`src/rtl/shift_ser_tx_if.sv`:
```
// Parallel-load / serial-out handshake bundle for shift_ser_tx.
// master drives the word, slave (the transmitter) drives the line and status.
interface shift_ser_tx_if #(
  parameter int WIDTH = 4
);
  logic [WIDTH-1:0] din;
  logic             dir;
  logic             load_valid;
  logic             load_ready;
  logic             sout;
  logic             busy;
  logic             done;

  modport master (
    output din, dir, load_valid,
    input  load_ready, sout, busy, done
  );

  modport slave (
    input  din, dir, load_valid,
    output load_ready, sout, busy, done
  );
endinterface

```
`src/rtl/shift_ser_tx.sv`:
```
// Serial transmitter: start(0), WIDTH data bits in selectable order, stop(1),
// every bit held DIV clocks. Word is captured on the load handshake.
module shift_ser_tx #(
  parameter int WIDTH = 4,
  parameter int DIV   = 2
) (
  input  logic         clk,
  input  logic         clr,
  shift_ser_tx_if.slave bus
);
  localparam int CW = (DIV > 1) ? $clog2(DIV) : 1;
  localparam int BW = $clog2(WIDTH);

  typedef enum logic [1:0] {IDLE, START, DATA, STOP} state_t;

  state_t           r_state, w_state_next;
  logic [CW-1:0]    r_cnt, w_cnt_next;
  logic [BW-1:0]    r_bit, w_bit_next;
  logic [WIDTH-1:0] r_shreg, w_shreg_next, w_shifted;
  logic             r_dir, w_dir_next;
  logic             r_sout, w_sout_next;
  logic             w_bit_end;

  assign w_bit_end = (r_cnt == CW'(DIV - 1));

  // The outgoing bit always sits at the end of the register selected by r_dir.
  assign w_shifted = r_dir ? {r_shreg[WIDTH-2:0], 1'b0}
                           : {1'b0, r_shreg[WIDTH-1:1]};

  always_comb begin
    w_state_next = r_state;
    w_cnt_next   = w_bit_end ? '0 : r_cnt + 1'b1;
    w_bit_next   = r_bit;
    w_shreg_next = r_shreg;
    w_dir_next   = r_dir;
    w_sout_next  = r_sout;
    case (r_state)
      IDLE: begin
        w_cnt_next  = '0;
        w_sout_next = 1'b1;
        if (bus.load_valid) begin
          w_state_next = START;
          w_shreg_next = bus.din;
          w_dir_next   = bus.dir;
          w_sout_next  = 1'b0;
        end
      end
      START: begin
        if (w_bit_end) begin
          w_state_next = DATA;
          w_bit_next   = '0;
          w_sout_next  = r_dir ? r_shreg[WIDTH-1] : r_shreg[0];
        end
      end
      DATA: begin
        if (w_bit_end) begin
          if (r_bit == BW'(WIDTH - 1)) begin
            w_state_next = STOP;
            w_bit_next   = '0;
            w_sout_next  = 1'b1;
          end else begin
            w_shreg_next = w_shifted;
            w_bit_next   = r_bit + 1'b1;
            w_sout_next  = r_dir ? w_shifted[WIDTH-1] : w_shifted[0];
          end
        end
      end
      STOP: begin
        if (w_bit_end) begin
          w_state_next = IDLE;
        end
      end
      default: begin
        w_state_next = IDLE;
        w_sout_next  = 1'b1;
      end
    endcase
  end

  always_ff @(posedge clk or negedge clr) begin
    if (!clr) begin
      r_state <= IDLE;
      r_cnt   <= '0;
      r_bit   <= '0;
      r_shreg <= '0;
      r_dir   <= 1'b0;
      r_sout  <= 1'b1;
    end else begin
      r_state <= w_state_next;
      r_cnt   <= w_cnt_next;
      r_bit   <= w_bit_next;
      r_shreg <= w_shreg_next;
      r_dir   <= w_dir_next;
      r_sout  <= w_sout_next;
    end
  end

  assign bus.load_ready = (r_state == IDLE);
  assign bus.busy       = (r_state != IDLE);
  assign bus.done       = (r_state == STOP) && w_bit_end;
  assign bus.sout       = r_sout;
endmodule

```
`src/flat_wrapper.sv`:
```
// flat-port wrapper written by rule: the top's interface ports become plain ports
module shift_ser_tx_flat 
#(
  parameter int WIDTH = 4,
  parameter int DIV   = 2
)
  (clk, clr, bus_din, bus_dir, bus_load_valid, bus_load_ready, bus_sout, bus_busy, bus_done);
  shift_ser_tx_if #(.WIDTH(WIDTH)) bus_i ();
  input  logic clk;
  input  logic clr;
  input wire logic [$bits(bus_i.din)-1:0] bus_din;
  input wire logic [$bits(bus_i.dir)-1:0] bus_dir;
  input wire logic [$bits(bus_i.load_valid)-1:0] bus_load_valid;
  output wire logic [$bits(bus_i.load_ready)-1:0] bus_load_ready;
  output wire logic [$bits(bus_i.sout)-1:0] bus_sout;
  output wire logic [$bits(bus_i.busy)-1:0] bus_busy;
  output wire logic [$bits(bus_i.done)-1:0] bus_done;
  assign bus_i.din = bus_din;
  assign bus_i.dir = bus_dir;
  assign bus_i.load_valid = bus_load_valid;
  assign bus_load_ready = bus_i.load_ready;
  assign bus_sout = bus_i.sout;
  assign bus_busy = bus_i.busy;
  assign bus_done = bus_i.done;
  shift_ser_tx #(.WIDTH(WIDTH), .DIV(DIV)) u_core (.clk(clk), .clr(clr), .bus(bus_i));
endmodule
```
`config.mk`:
```
export PLATFORM = sky130hd
export DESIGN_NAME = shift_ser_tx_flat
export DESIGN_NICKNAME = d
export VERILOG_FILES = /design/src/rtl/shift_ser_tx_if.sv /design/src/rtl/shift_ser_tx.sv /design/src/flat_wrapper.sv
export SDC_FILE = /design/constraint.sdc
export NUM_CORES = 1
export LEC_CHECK = 0
export CAP_MARGIN = 0
export CELL_PAD_IN_SITES_DETAIL_PLACEMENT = 1
export CELL_PAD_IN_SITES_GLOBAL_PLACEMENT = 1
export CORE_UTILIZATION = 35
export CTS_CLUSTER_DIAMETER = 120
export DETAILED_ROUTE_END_ITERATION = 7
export GPL_ROUTABILITY_DRIVEN = 0
export PLACE_DENSITY_LB_ADDON = 0.1
export SYNTH_ARGS = -nofsm -noshare
export SYNTH_HDL_FRONTEND = slang
export SYNTH_SLANG_ARGS = --single-unit
```
`constraint.sdc`:
```
create_clock -name clk -period 1.6 [get_ports clk]
set_clock_uncertainty 0.05 [all_clocks]
set_input_delay 0.16 -clock clk [delete_from_list [all_inputs] [get_ports clk]]
set_output_delay 0.16 -clock clk [all_outputs]
set_load 0.02 [all_outputs]
```
==> summary by stage <==
Cells and area
The design area is 1011 um^2. Cells fill 56.11% of the core in the end. The final antenna diode count is 0. The layout overhead on the synthesized area is 43.77%. The final layout contains 112 nets. The fraction of final layout cells with drive strength greater than 1 is 40.43%.

Timing
Summed over all failing endpoints, the final setup total negative slack is -112.0 ps. Final hold analysis gives a worst-case slack of 181.9 ps. For the finished layout, the period the worst path requires is 1650 ps. The share of the clock period used by the worst path after layout is 103.1%. Measured against its own limit, the worst slew margin works out to 64.67%. The final worst-path setup slack is -50.02 ps. Setup repair after global routing could not meet its margin everywhere. At the pin with the least slew margin, the transition time is 528.3 ps. The upper clock frequency limit is 606.1 MHz. The number of max-slew violations in the final report is 0. The hold violation count in the final report came to 0.

The setup violation total in the final timing report is 4.

Floorplan
The area of the die is 2192 um^2. The die is 46.82 um wide. The area of the core is 1802 um^2. The number of placement rows is 15.

Once the floorplan was initialized, standard cells occupied 39.03% of the core. In this run the count of I/O pins placed on the die edge is 12. In this run the vertical extent of the chip is 46.82 um.

Critical path
The worst setup path is launched from a flop. The largest driver fanout on the critical path is 6. The path type of the worst setup path is reg -> reg. STA puts the critical path data arrival time at 1760 ps. The required time reported for the critical path endpoint is 1710 ps.

The critical path endpoint category is a flop.

Drt
The average vias per placed instance is 5.118. The detailed-routing iteration count for the pre-antenna-repair pass is 4. The remaining number of nets flagged by the antenna check after routing is 0. The first-iteration detailed-routing DRC count is 4.

The total wirelength of the detailed-routed design is 1717 um. In the final routing, the length of wire on met1 measures 778 um. The uppermost layer routed is met4.

The routed via count is 609. Detailed routing placed a total of 57 um of wire on met3. In the detailed route, the total length drawn on met2 is 860 um.

In the routed design, unresolved DRC markers number 0. The detailed-route wire length per cell is 14.43 um.

Synthesis
The synthesized netlist contains 25 unique library cells. The synthesis warning total is 0. By count the netlist is led by dfrtp_1 (10), ha_1 (9), nor2_1 (6). The leading cell type by number of instances after synthesis is dfrtp_1. The post-synthesis net count is 84. Summed over its instances, the top area cell type makes up 35.59% of the synthesized netlist area.

The cell taking the most area after synthesis is dfrtp_1. Each instance of the synthesized netlist takes up on average 10.50 um^2. In the synthesized netlist the async set-or-reset flop fraction comes to 100.0%. After synthesis the cells add up to 703.2 um^2. The predominant post-synthesis flop cell is dfrtp_1.

The cell count after synthesis is 67. After synthesis the netlist holds a flip-flop and latch count of 11. Summing the sequential cell areas from Yosys gives 39.32% of the chip area.

By area the synthesized netlist is led by dfrtp_1 (36%), ha_1 (16%), mux2i_1 (5.7%), a21o_1 (4.3%), dfstp_2 (3.7%). The synthesized design contains 0 enable-type register cells.

GRT
The via count of the first global-routing pass is 636. The global route total overflow is 0. The first global-routing pass estimated 2780 um of wire.

The global router's overall resource usage is 18.41%. The initial antenna violation count came to 0. Entering global routing, the biggest net connects 12 pins.

CTS
The clock-pin transition on the worst setup and hold timing paths is 80 ps. The tree built by TritonCTS fans out to 11 sinks. The longest clock path from root to sink contains 2 buffers.

The TritonCTS clock tree is yes. At the later pin of the worst-skew pair, clock insertion delay measures 270 ps. In this run the number of H-tree levels came out at 1.

The clock buffer count from CTS is 3. The tree is rooted in a clkbuf_4.

Placement
The total half-perimeter wirelength after legalization and detailed placement is 1346 um. The placed instances occupy a cell area of 958.4 um^2. The number of input and output port buffers inserted is 11.

Outcome
The flow ran to the end, but the final reports show violations. The final reports fail on setup timing.

Job
Across the run, the number of max-cap violations was 0.

Power
The power density over cell area is 2213 nW/um^2. The worst vdd rail ir drop is 1.111 mV. The leakage power total is 0.4736 nW.

Min path
The type of the most critical hold path is in -> async.
## area by class of cell
class,count,area (um^2)
Clock buffer,3,22.52
Timing Repair Buffer,25,206.4
Sequential cell,11,279.0
Clock inverter,1,5.005
Fill cell,218,790.8
Tap cell,25,31.28
Multi-Input combinational cell,49,445.4
Inverter,5,21.27
## flip-flops by register name (all words and copies together) (netlist names)
register / cells
u_core.r_bit: 2
u_core.r_state: 2
u_core.r_dir: 1
u_core.r_cnt: 1
u_core.bus.sout: 1
u_core.r_shreg: 4
## layout by cell type (no fill, tap or decap), drive strengths merged
cell           instances
buf                   14
dfrtp                 10
ha                     9
clkdlybuf4s50          7
nor2                   6
inv                    5
mux2i                  4
nand2                  4
a21o                   4
clkbuf                 4
o21ai                  4
dlygate4sd2            3
mux2                   3
nor2b                  2
a211oi                 2
a32o                   2
and2                   1
nor3                   1
o22ai                  1
a21oi                  1
o32a                   1
a221o                  1
o21bai                 1
a311oi                 1
a31oi                  1
clkinv                 1
dfstp                  1
## report_power, final
part | total (mW) | switching (mW) | internal, mW
registers | 0.616 | 0.181 | 0.435
logic | 1.42 | 0.652 | 0.770
clock network | 0.199 | 0.107 | 0.0924
total | 2.24 | 0.940 | 1.30
## final timing paths
kind                                        start           endpoint  slack (ps)  depth (start not counted)
worst max register to register  u_core.r_state[1]  u_core.r_state[0]         -50                          8
worst min register to register  u_core.r_shreg[1]  u_core.r_shreg[1]         460                          1
max in group asynchronous                     clr  u_core.r_state[0]         940                          1
worst min-delay path                          clr  u_core.r_shreg[3]         180                          1
min in group clk                          bus_dir       u_core.r_dir         450                          2
worst max-delay path            u_core.r_state[1]  u_core.r_state[0]         -50                          8
## cells by family after synthesis
kind of cell,count (synthesis),synth area share [%]
AO/OA/AOI/OAI,19,21.35
AND/OR/NAND/NOR,14,8.718
flip-flops,11,39.32
adder cells (fa/ha/maj),9,16.01
buffers and inverters,7,4.093
multiplexers,7,10.50
## routing by layer
metal | vias to the layer above | global-route usage, %
met5 | - | 0
met4 | 0 | 3.429
met3 | 4 | 3.462
met2 | 12 | 34.44
met1 | 300 | 21.88
li1 | 293 | -
## timing repair
action,4_1_cts,5_1_grt
resized for setup,12,1
endpoints found under the setup margin,10,9
hold buffers,0,0
pin swaps,1,2
setup buffers,2,0
endpoints found under the hold margin,0,0
## worst max-delay path, cell delays in order, from the launching register on
cell	delay, ps
dfrtp_2	470
inv_2	110
ha_4	160
inv_2	50
o22ai_2	220
a21oi_2	70
buf_4	130
buf_4	120
o32a_1	160
## per-stage QoR
step | instances | power, mW | setup slack (ps)
final | 119 | 2.237 | -50.02
after global routing | 119 | 2.403 | -110.9
after CTS | 119 | 2.252 | -35.13
after detailed placement | 113 | 1.970 | -118.4
after global placement | 113 | 1.916 | -52.00
after floorplan | 67 | 1.450 | -31.97
Note: power is estimated with default switching activity, not from simulation.
